**config.mk**
```make
export PLATFORM = sky130hd
export DESIGN_NAME = main_mem_arbiter
export DESIGN_NICKNAME = d
export VERILOG_FILES = /design/src/rtl/main_mem_arbiter.sv
export SDC_FILE = /design/constraint.sdc
export NUM_CORES = 1
export LEC_CHECK = 0
export CORE_MARGIN = 8
export CORE_UTILIZATION = 30
export CTS_CLUSTER_DIAMETER = 40
export DETAILED_ROUTE_END_ITERATION = 8
export PLACE_DENSITY = 0.69
export SETUP_SLACK_MARGIN = 0.2
export SYNTH_ARGS = -nofsm -noshare
export SYNTH_HDL_FRONTEND = slang
export SYNTH_SLANG_ARGS = --single-unit
```
**constraint.sdc**
```tcl
create_clock -name clk -period 3.1 [get_ports clk]
set_clock_uncertainty 0.15 [all_clocks]
set_input_delay 0.31 -clock clk [delete_from_list [all_inputs] [get_ports clk]]
set_output_delay 0.31 -clock clk [all_outputs]
set_load 0.02 [all_outputs]
```
**src/rtl/main_mem_arbiter.sv**
```systemverilog
// Arbiter for the single main-memory port shared by instruction fetch and data load/store.
// One transaction in flight; priority write > read > fetch with a fetch starvation guard.
module main_mem_arbiter #(
  parameter int STARVE_LIMIT = 4
) (
  input  logic        clk,
  input  logic        reset,
  input  logic [31:0] fetch_addr,
  input  logic        fetch_valid,
  output logic [31:0] fetch_data,
  output logic        fetch_ready,
  input  logic [31:0] dread_addr,
  input  logic        dread_valid,
  output logic [31:0] dread_data,
  output logic        dread_ready,
  input  logic [31:0] dwrite_addr,
  input  logic [31:0] dwrite_data,
  input  logic        dwrite_valid,
  output logic        dwrite_ready,
  output logic [31:0] mem_in_addr,
  output logic [31:0] mem_in_data,
  output logic        mem_in_valid,
  input  logic        mem_in_ready,
  output logic [31:0] mem_out_addr,
  output logic        mem_out_valid,
  input  logic [31:0] mem_out_data,
  input  logic        mem_out_ready,
  output logic        busy
);

  localparam int SW = (STARVE_LIMIT < 1) ? 1 : $clog2(STARVE_LIMIT + 1);
  localparam logic [SW-1:0] STREAK_MAX = SW'(STARVE_LIMIT);

  typedef enum logic [1:0] {
    IDLE     = 2'd0,
    RD_FETCH = 2'd1,
    RD_DATA  = 2'd2,
    WR_DATA  = 2'd3
  } state_t;

  state_t        state_q, state_d;
  logic [SW-1:0] streak_q, streak_d;
  logic [SW-1:0] streak_inc_s;
  logic [31:0]   mem_in_addr_q, mem_in_addr_d;
  logic [31:0]   mem_in_data_q, mem_in_data_d;
  logic          mem_in_valid_q, mem_in_valid_d;
  logic [31:0]   mem_out_addr_q, mem_out_addr_d;
  logic          mem_out_valid_q, mem_out_valid_d;

  always_ff @(posedge clk) begin
    if (reset) begin
      state_q         <= IDLE;
      streak_q        <= '0;
      mem_in_addr_q   <= 32'h0;
      mem_in_data_q   <= 32'h0;
      mem_in_valid_q  <= 1'b0;
      mem_out_addr_q  <= 32'h0;
      mem_out_valid_q <= 1'b0;
    end else begin
      state_q         <= state_d;
      streak_q        <= streak_d;
      mem_in_addr_q   <= mem_in_addr_d;
      mem_in_data_q   <= mem_in_data_d;
      mem_in_valid_q  <= mem_in_valid_d;
      mem_out_addr_q  <= mem_out_addr_d;
      mem_out_valid_q <= mem_out_valid_d;
    end
  end

  // A data grant only counts towards starvation while fetch is actually waiting.
  assign streak_inc_s = (streak_q == STREAK_MAX) ? streak_q : streak_q + {{(SW-1){1'b0}}, 1'b1};

  always_comb begin
    state_d         = state_q;
    streak_d        = streak_q;
    mem_in_addr_d   = mem_in_addr_q;
    mem_in_data_d   = mem_in_data_q;
    mem_in_valid_d  = mem_in_valid_q;
    mem_out_addr_d  = mem_out_addr_q;
    mem_out_valid_d = mem_out_valid_q;
    case (state_q)
      IDLE: begin
        if (fetch_valid && (streak_q == STREAK_MAX)) begin
          state_d         = RD_FETCH;
          mem_out_addr_d  = fetch_addr;
          mem_out_valid_d = 1'b1;
          streak_d        = '0;
        end else if (dwrite_valid) begin
          state_d        = WR_DATA;
          mem_in_addr_d  = dwrite_addr;
          mem_in_data_d  = dwrite_data;
          mem_in_valid_d = 1'b1;
          streak_d       = fetch_valid ? streak_inc_s : '0;
        end else if (dread_valid) begin
          state_d         = RD_DATA;
          mem_out_addr_d  = dread_addr;
          mem_out_valid_d = 1'b1;
          streak_d        = fetch_valid ? streak_inc_s : '0;
        end else if (fetch_valid) begin
          state_d         = RD_FETCH;
          mem_out_addr_d  = fetch_addr;
          mem_out_valid_d = 1'b1;
          streak_d        = '0;
        end else begin
          streak_d = '0;
        end
      end
      RD_FETCH, RD_DATA: begin
        if (mem_out_valid_q && mem_out_ready) begin
          state_d         = IDLE;
          mem_out_valid_d = 1'b0;
        end else begin
          state_d = state_q;
        end
      end
      WR_DATA: begin
        if (mem_in_valid_q && mem_in_ready) begin
          state_d        = IDLE;
          mem_in_valid_d = 1'b0;
        end else begin
          state_d = state_q;
        end
      end
      default: begin
        state_d         = IDLE;
        mem_in_valid_d  = 1'b0;
        mem_out_valid_d = 1'b0;
      end
    endcase
  end

  // Completion pulses are combinational so the requester sees ready in the memory's ready cycle.
  assign fetch_ready  = (state_q == RD_FETCH) && mem_out_valid_q && mem_out_ready;
  assign dread_ready  = (state_q == RD_DATA)  && mem_out_valid_q && mem_out_ready;
  assign dwrite_ready = (state_q == WR_DATA)  && mem_in_valid_q  && mem_in_ready;
  assign fetch_data   = mem_out_data;
  assign dread_data   = mem_out_data;

  assign mem_in_addr   = mem_in_addr_q;
  assign mem_in_data   = mem_in_data_q;
  assign mem_in_valid  = mem_in_valid_q;
  assign mem_out_addr  = mem_out_addr_q;
  assign mem_out_valid = mem_out_valid_q;
  assign busy          = (state_q != IDLE);

endmodule

```
==> impl_results.md, run 1 <==
* Final min period at approximately 2.4 ns
* Worst-case clock buffer depth at 2
* Final Hold Viols at 0
* Switch share at about a third
* CP Capture Type: output pin
* H-tree lvl count at 3
* DRT Pass-1 Iters at 4
* Worst slew pin tran at approximately 0.75 ns
* Post-DP HPWL at between 10,000 and 15,000 µm
* Clock transition at path regs at ~0.080 ns
* Placer Congestion at between 0.7 and 0.8
* Max-cap violations at 0
* Pwr per Cell Area at 662 nW/µm²
* Setup_tns at 0 ns
* Chip width at ~150 µm
* FMAX at around 410 MHz
* DIE AREA at between 20,000 and 25,000 µm²
* CP required at between 2 and 3 ns
* Row Count at 47
* Worst-path maximum fanout at 13
* CTS resizes at 0
* WL per Instance at 19.3 µm
* Arrival @ worst endpoint at approximately 2.0 ns
* Worst hold slack at between 0.2 and 0.3 ns
* Vias in the first global route at 5,102
* Seq/Total Area, Yosys at between 40 and 50%
* Clk pwr share at 25.8%
* Post-synth ARST share at 0%
* Flop pwr share at between 30% and 40%
* Mapped Cells at roughly 600
* Final setup fails at 0
* Initial Util at between 30% and 40%
* Overflow after GRT at 0
* DP Area at 7060 µm²
* PnR worst setup slack at 0.671 ns
* Syn avg cell area at 8.29 µm²
* Share of post-route cells with drive strength above 1 at approximately 4.8%
* Synth Cell Area at just over 5000 µm²
* Port bufs at about 240
* Status: completed
* Global-route wire length before repair at ~30,000 µm
* Period utilisation layout at between 70 and 80%
* Leak at 2.53 nW
* Total core area at about 17,000 µm²
* Util after Layout at 44.5%
* Relative slew slack at between 50% and 60%
* DRC viols at 0
* CP Class: reg2out
* CTS buffer count at 9
* DR vias/cell at around 5.3
* Clock sink count at around 100
* Routed via count at 5,121
* Synth Flop Type: dfxtp_1
* Die height at roughly 150 µm
* Drt total wl at 18,600 µm
* DRT antenna net count at 0
* Int Pwr at 3.22 mW
* RSZ-0062 raised after global routing: false
* Root Buffer: clkbuf_16
* Worst-Skew Late Latency at 0.34 ns
* TritonCTS clock tree: done
* GR Util All Layers at roughly 17%
* Seq cells post-synth at a little over 100
* Comb power frac at between 30% and 40%
* Worst hold path type: in2reg
* Max IR drop VDD at 0.000320 V
* Pin count of the biggest net entering global routing at 97
* IO Pins at roughly 330
* Setup Buffers After CTS at 0
* Mapped Nets at roughly 790
* N_diodes at 0
* Most frequent cells in the layout: clkdlybuf4s50_1 (235), dfxtp_1 (103), nand3_1 (96)
* Most common cell after layout, fill and taps aside: clkdlybuf4s50_1
* Synth warnings at 0
* Area Overhead vs Synth at 45.0%
* Initial antenna violation count at 0
* Pre-CTS setup slack at 0.551 ns
* Max Slew Vio Count at 0
* Hold_buf cts at 0
* Design area at 7390 µm²
* Post-synth EDFFs at 0
* Iter 0 DRT Violations at 346
* Synth cell types at 38
* CP startpoint kind: flip-flop
* Nets at roughly 910
* Fillers at about 1,700
* Sw Pwr at approximately 1.7 mW
## synthesized netlist by cell type, drive strengths merged (2+ instances only)
cell type,instances,area share [%]
dfxtp,103,40
buf,86,13
ha,6,1.5
a21oi,66,6.5
a211oi,32,4.7
nor3b,2,0.29
clkbuf,48,3.5
nand4,2,0.25
nand2,6,0.44
o211ai,2,0.29
nand3,97,9.6
and3,4,0.49
nor2,3,0.22
a311oi,32,5.5
mux2i,2,0.39
a21boi,2,0.29
o21ai,97,9.5
inv,7,0.52
nor2b,2,0.25
## sequential cells by signal, indices dropped and copies added, names as in the netlist
name / count
mem_out_valid: 1
mem_in_valid: 1
mem_out_addr: 32
mem_in_addr: 32
state_q: 2
streak_q: 3
mem_in_data: 32
## layer usage
metal	GRT usage [%]	wire, µm	vias to the layer above	part of all wire (%)
met5	0	0	-	0
met4	7.99	592	0	3.2
met3	6.06	1810	54	9.7
met2	25.8	8480	253	46
met1	20.8	7710	2372	41
li1	-	-	2442	-
## critical path, stage by stage (launching register included)
cell             delay [ns]
dfxtp_1                0.38
inv_1                  0.08
ha_1                   0.33
inv_1                  0.17
clkdlybuf4s50_1        0.66
## cell type report
| class | count | area, µm² | area share, % |
|---|---|---|---|
| Multi-Input combinational cell | 370 | 2200 | 29.7 |
| Inverter | 7 | 26.3 | 0.356 |
| Clock buffer | 12 | 246 | 3.34 |
| Tap cell | 220 | 275 | 3.73 |
| Clock inverter | 4 | 76.3 | 1.03 |
| Timing Repair Buffer | 250 | 2500 | 33.9 |
| Sequential cell | 103 | 2060 | 27.9 |
## per-stage QoR
| step | total power, mW | cells |
|---|---|---|
| floorplan | 2.88 | 614 |
| global placement | 3.66 | 950 |
| detailed placement | 3.67 | 950 |
| CTS | 4.96 | 966 |
| global route | 5.19 | 966 |
| finish | 4.89 | 966 |
## power by group through the flow
| stage | combinational, mW | sequential [mW] | clock, mW |
|---|---|---|---|
| after floorplan | 0.836 | 2.05 | 0 |
| after global placement | 1.91 | 1.75 | 0 |
| after detailed placement | 1.91 | 1.76 | 0 |
| after CTS | 1.92 | 1.73 | 1.31 |
| after global routing | 2.06 | 1.77 | 1.36 |
| final | 1.89 | 1.73 | 1.26 |
## cells by family after synthesis
kind of cell | count (synthesis) | share of synthesized area [%]
simple gates | 125 | 12.9
fa+ha+maj | 6 | 1.47
buf+inv | 141 | 16.7
mux | 2 | 0.393
flops | 103 | 40.5
compound gates | 237 | 28.0
## path summary, 6_finish.rpt
check                  startpoint          endpoint  slack (ns)  depth (start not counted)
hold / removal              reset   mem_in_addr[26]        0.27                          2
hold reg to reg   mem_in_data[27]   mem_in_data[27]        0.33                          2
setup reg to reg       state_q[0]  mem_out_addr[20]        0.73                          6
setup / recovery       state_q[0]              busy        0.67                          4
(Power assumes the default switching activity.)
==> inputs of run 2 (changes only) <==
Clock period 3.1 ns to 2.45 ns, I/O delays scaled along.
==> impl_results.md, run 2 (synthesis gave the netlist of run 1 again) <==
* Status: completed
* GR Util All Layers at 16.8% (-0.15 points)
* Global-route wire length before repair at 29,100 µm (-1.4%)
* FMAX at between 400 and 500 MHz
* Share of post-route cells with drive strength above 1 at 5.86% (+1.0 points)
* Worst slew pin tran at 0.478 ns (-0.268 ns)
* Worst-path maximum fanout at 4 (-9)
* CP required at 2.06 ns (-0.58 ns)
* DRT Pass-1 Iters at 4 (unchanged)
* Final min period at 2.15 ns
* Root Buffer: clkbuf_16
* Drt total wl at 19,000 µm (+2.1%)
* Final setup fails at 0 (unchanged)
* Hold_buf cts at 0 (unchanged)
* Area Overhead vs Synth at 46.2%
* Clock sink count at 103 (unchanged)
* CTS buffer count at 9 (unchanged)
* Max Slew Vio Count at 0 (unchanged)
* TritonCTS clock tree: done
* Max-cap violations at 0 (unchanged)
* Period utilisation layout at approximately 88%
* Die height at 146 µm (unchanged)
* Port bufs at 236 (unchanged)
* Most frequent cells in the layout: clkdlybuf4s50_1 (233), dfxtp_1 (103), nand3_1 (96)
* DRC viols at 0 (unchanged)
* Relative slew slack at 67.8% (+18 points)
* DR vias/cell at 5.24 (-1.1%)
* Routed via count at 5,090 (-0.61%)
* CP Capture Type: output pin
* Sequential cell area at 2060 µm² (unchanged)
* Worst-Skew Late Latency at 0.34 ns (about the same)
* DRT antenna net count at 0 (unchanged)
* CP delay by family, top: buffers and inverters
* Setup Buffers After CTS at 0 (unchanged)
* Arrival @ worst endpoint at 1.75 ns (-0.22 ns)
* WL per Instance at 19.6 µm (+1.5%)
* Pwr per Cell Area at 812 nW/µm² (+23%)
* Vias in the first global route at 5,015 (-1.7%)
* Setup_tns at 0 ns (unchanged)
* Leak at 2.57 nW (+1.5%)
* Buf+Inv Stages, Crit Path at 2 (-1)
* Clock transition at path regs at 0.08 ns (about the same)
* Fillers at 1,669 (+0.18%)
* Nets at 919 (+0.55%)
* IO Pins at 333 (unchanged)
* Post-DP HPWL at 13,300 µm (+3.2%)
* Critical-path cell list: inv_1, ha_1, and3_1, clkdlybuf4s50_1
* N_diodes at 0 (unchanged)
* Worst path max stage delay at 0.56 ns (-0.10 ns)
* Area occupied by multi-input gates at 2200 µm² (unchanged)
* Final Hold Viols at 0 (unchanged)
* Initial Util at 30.7% (unchanged)
* Pin count of the biggest net entering global routing at 55 (-43%)
* Max IR drop VDD at 0.000405 V (+27%)
* Total core area at 16,600 µm² (unchanged)
* Placer Congestion at 0.785 (+2.3%)
* Row Count at 47 (unchanged)
* CP startpoint kind: flip-flop
* Chip width at 146 µm (unchanged)
* CP Class: reg2out
* CP max-delay cell: clkdlybuf4s50_1
* Most common cell after layout, fill and taps aside: clkdlybuf4s50_1
* RSZ-0062 raised after global routing: false
* Iter 0 DRT Violations at 282 (-18%)
* Worst hold path type: in2reg
* DIE AREA at 21,400 µm² (unchanged)
* Initial antenna violation count at 0 (unchanged)
* Overall power at 6.05 mW (+24%)
* Worst-case clock buffer depth at 2 (unchanged)
* H-tree lvl count at 3 (unchanged)
* Overflow after GRT at 0 (unchanged)
-- run 2: changes by cell type in the layout (fill, tap and decap cells not counted), sizes merged, moves of 2 or more --
cell / change
buf: +5
bufinv: -2
clkbuf: -2
clkdlybuf4s50: -2
inv: +3
-- run 2: area by class of cell --
cell class,instances,area share (%)
Timing Repair Buffer,255,34.9
Multi-Input combinational cell,370,29.5
Sequential cell,103,27.7
Tap cell,220,3.70
Clock buffer,9,3.02
Clock inverter,7,0.857
Inverter,7,0.353
-- run 2: worst paths after layout --
check	start	slack [ns]	cells after the start	end
max	state_q[0]	0.30	4	dread_ready
min	reset	0.12	2	mem_out_addr[5]
max reg2reg	state_q[0]	0.38	6	mem_in_valid
min reg2reg	mem_in_addr[18]	0.33	2	mem_in_addr[18]
-- run 2: repair_timing --
action	CTS	global route
resized for setup	2	2
pin swaps	0	0
endpoints found under the setup margin	2	1
cloned	0	0
-- run 2: per-layer routing --
metal / share of wire, % / wire length, µm / up-vias / global-route usage, %
li1: - / - / 2454 / -
met1: 41 / 7710 / 2365 / 19.8
met2: 48 / 9120 / 230 / 27.5
met3: 9.3 / 1770 / 41 / 6.33
met4: 2.0 / 385 / 0 / 5.46
met5: 0 / 0 / - / 0
-- run 2: worst register-to-register path, delay by kind of cell, from the launching register on --
kind / cells / cell delay (ns)
flops: 1 / 0.39
simple gates: 2 / 0.73
compound gates: 1 / 0.13
buf+inv: 2 / 0.28
fa+ha+maj: 1 / 0.29
-- run 2: report_power, final --
group | switching [mW] | internal (mW)
registers | 0.190 | 2.01
clock network | 0.706 | 0.714
logic | 1.28 | 1.15
-- run 2: stage by stage --
stage                     hold WS, ns  area [µm²]  util (%)  setup slack (ns)  cells
after global routing            0.113        7450      44.9             0.240    971
final                           0.116        7450      44.9             0.305    971
after detailed placement        0.316        7160      43.2             0.309    955
after global placement          0.310        7160      43.2             0.348    955
after CTS                      0.0997        7450      44.9             0.258    971
after floorplan                 0.243        5090         -             0.648    614
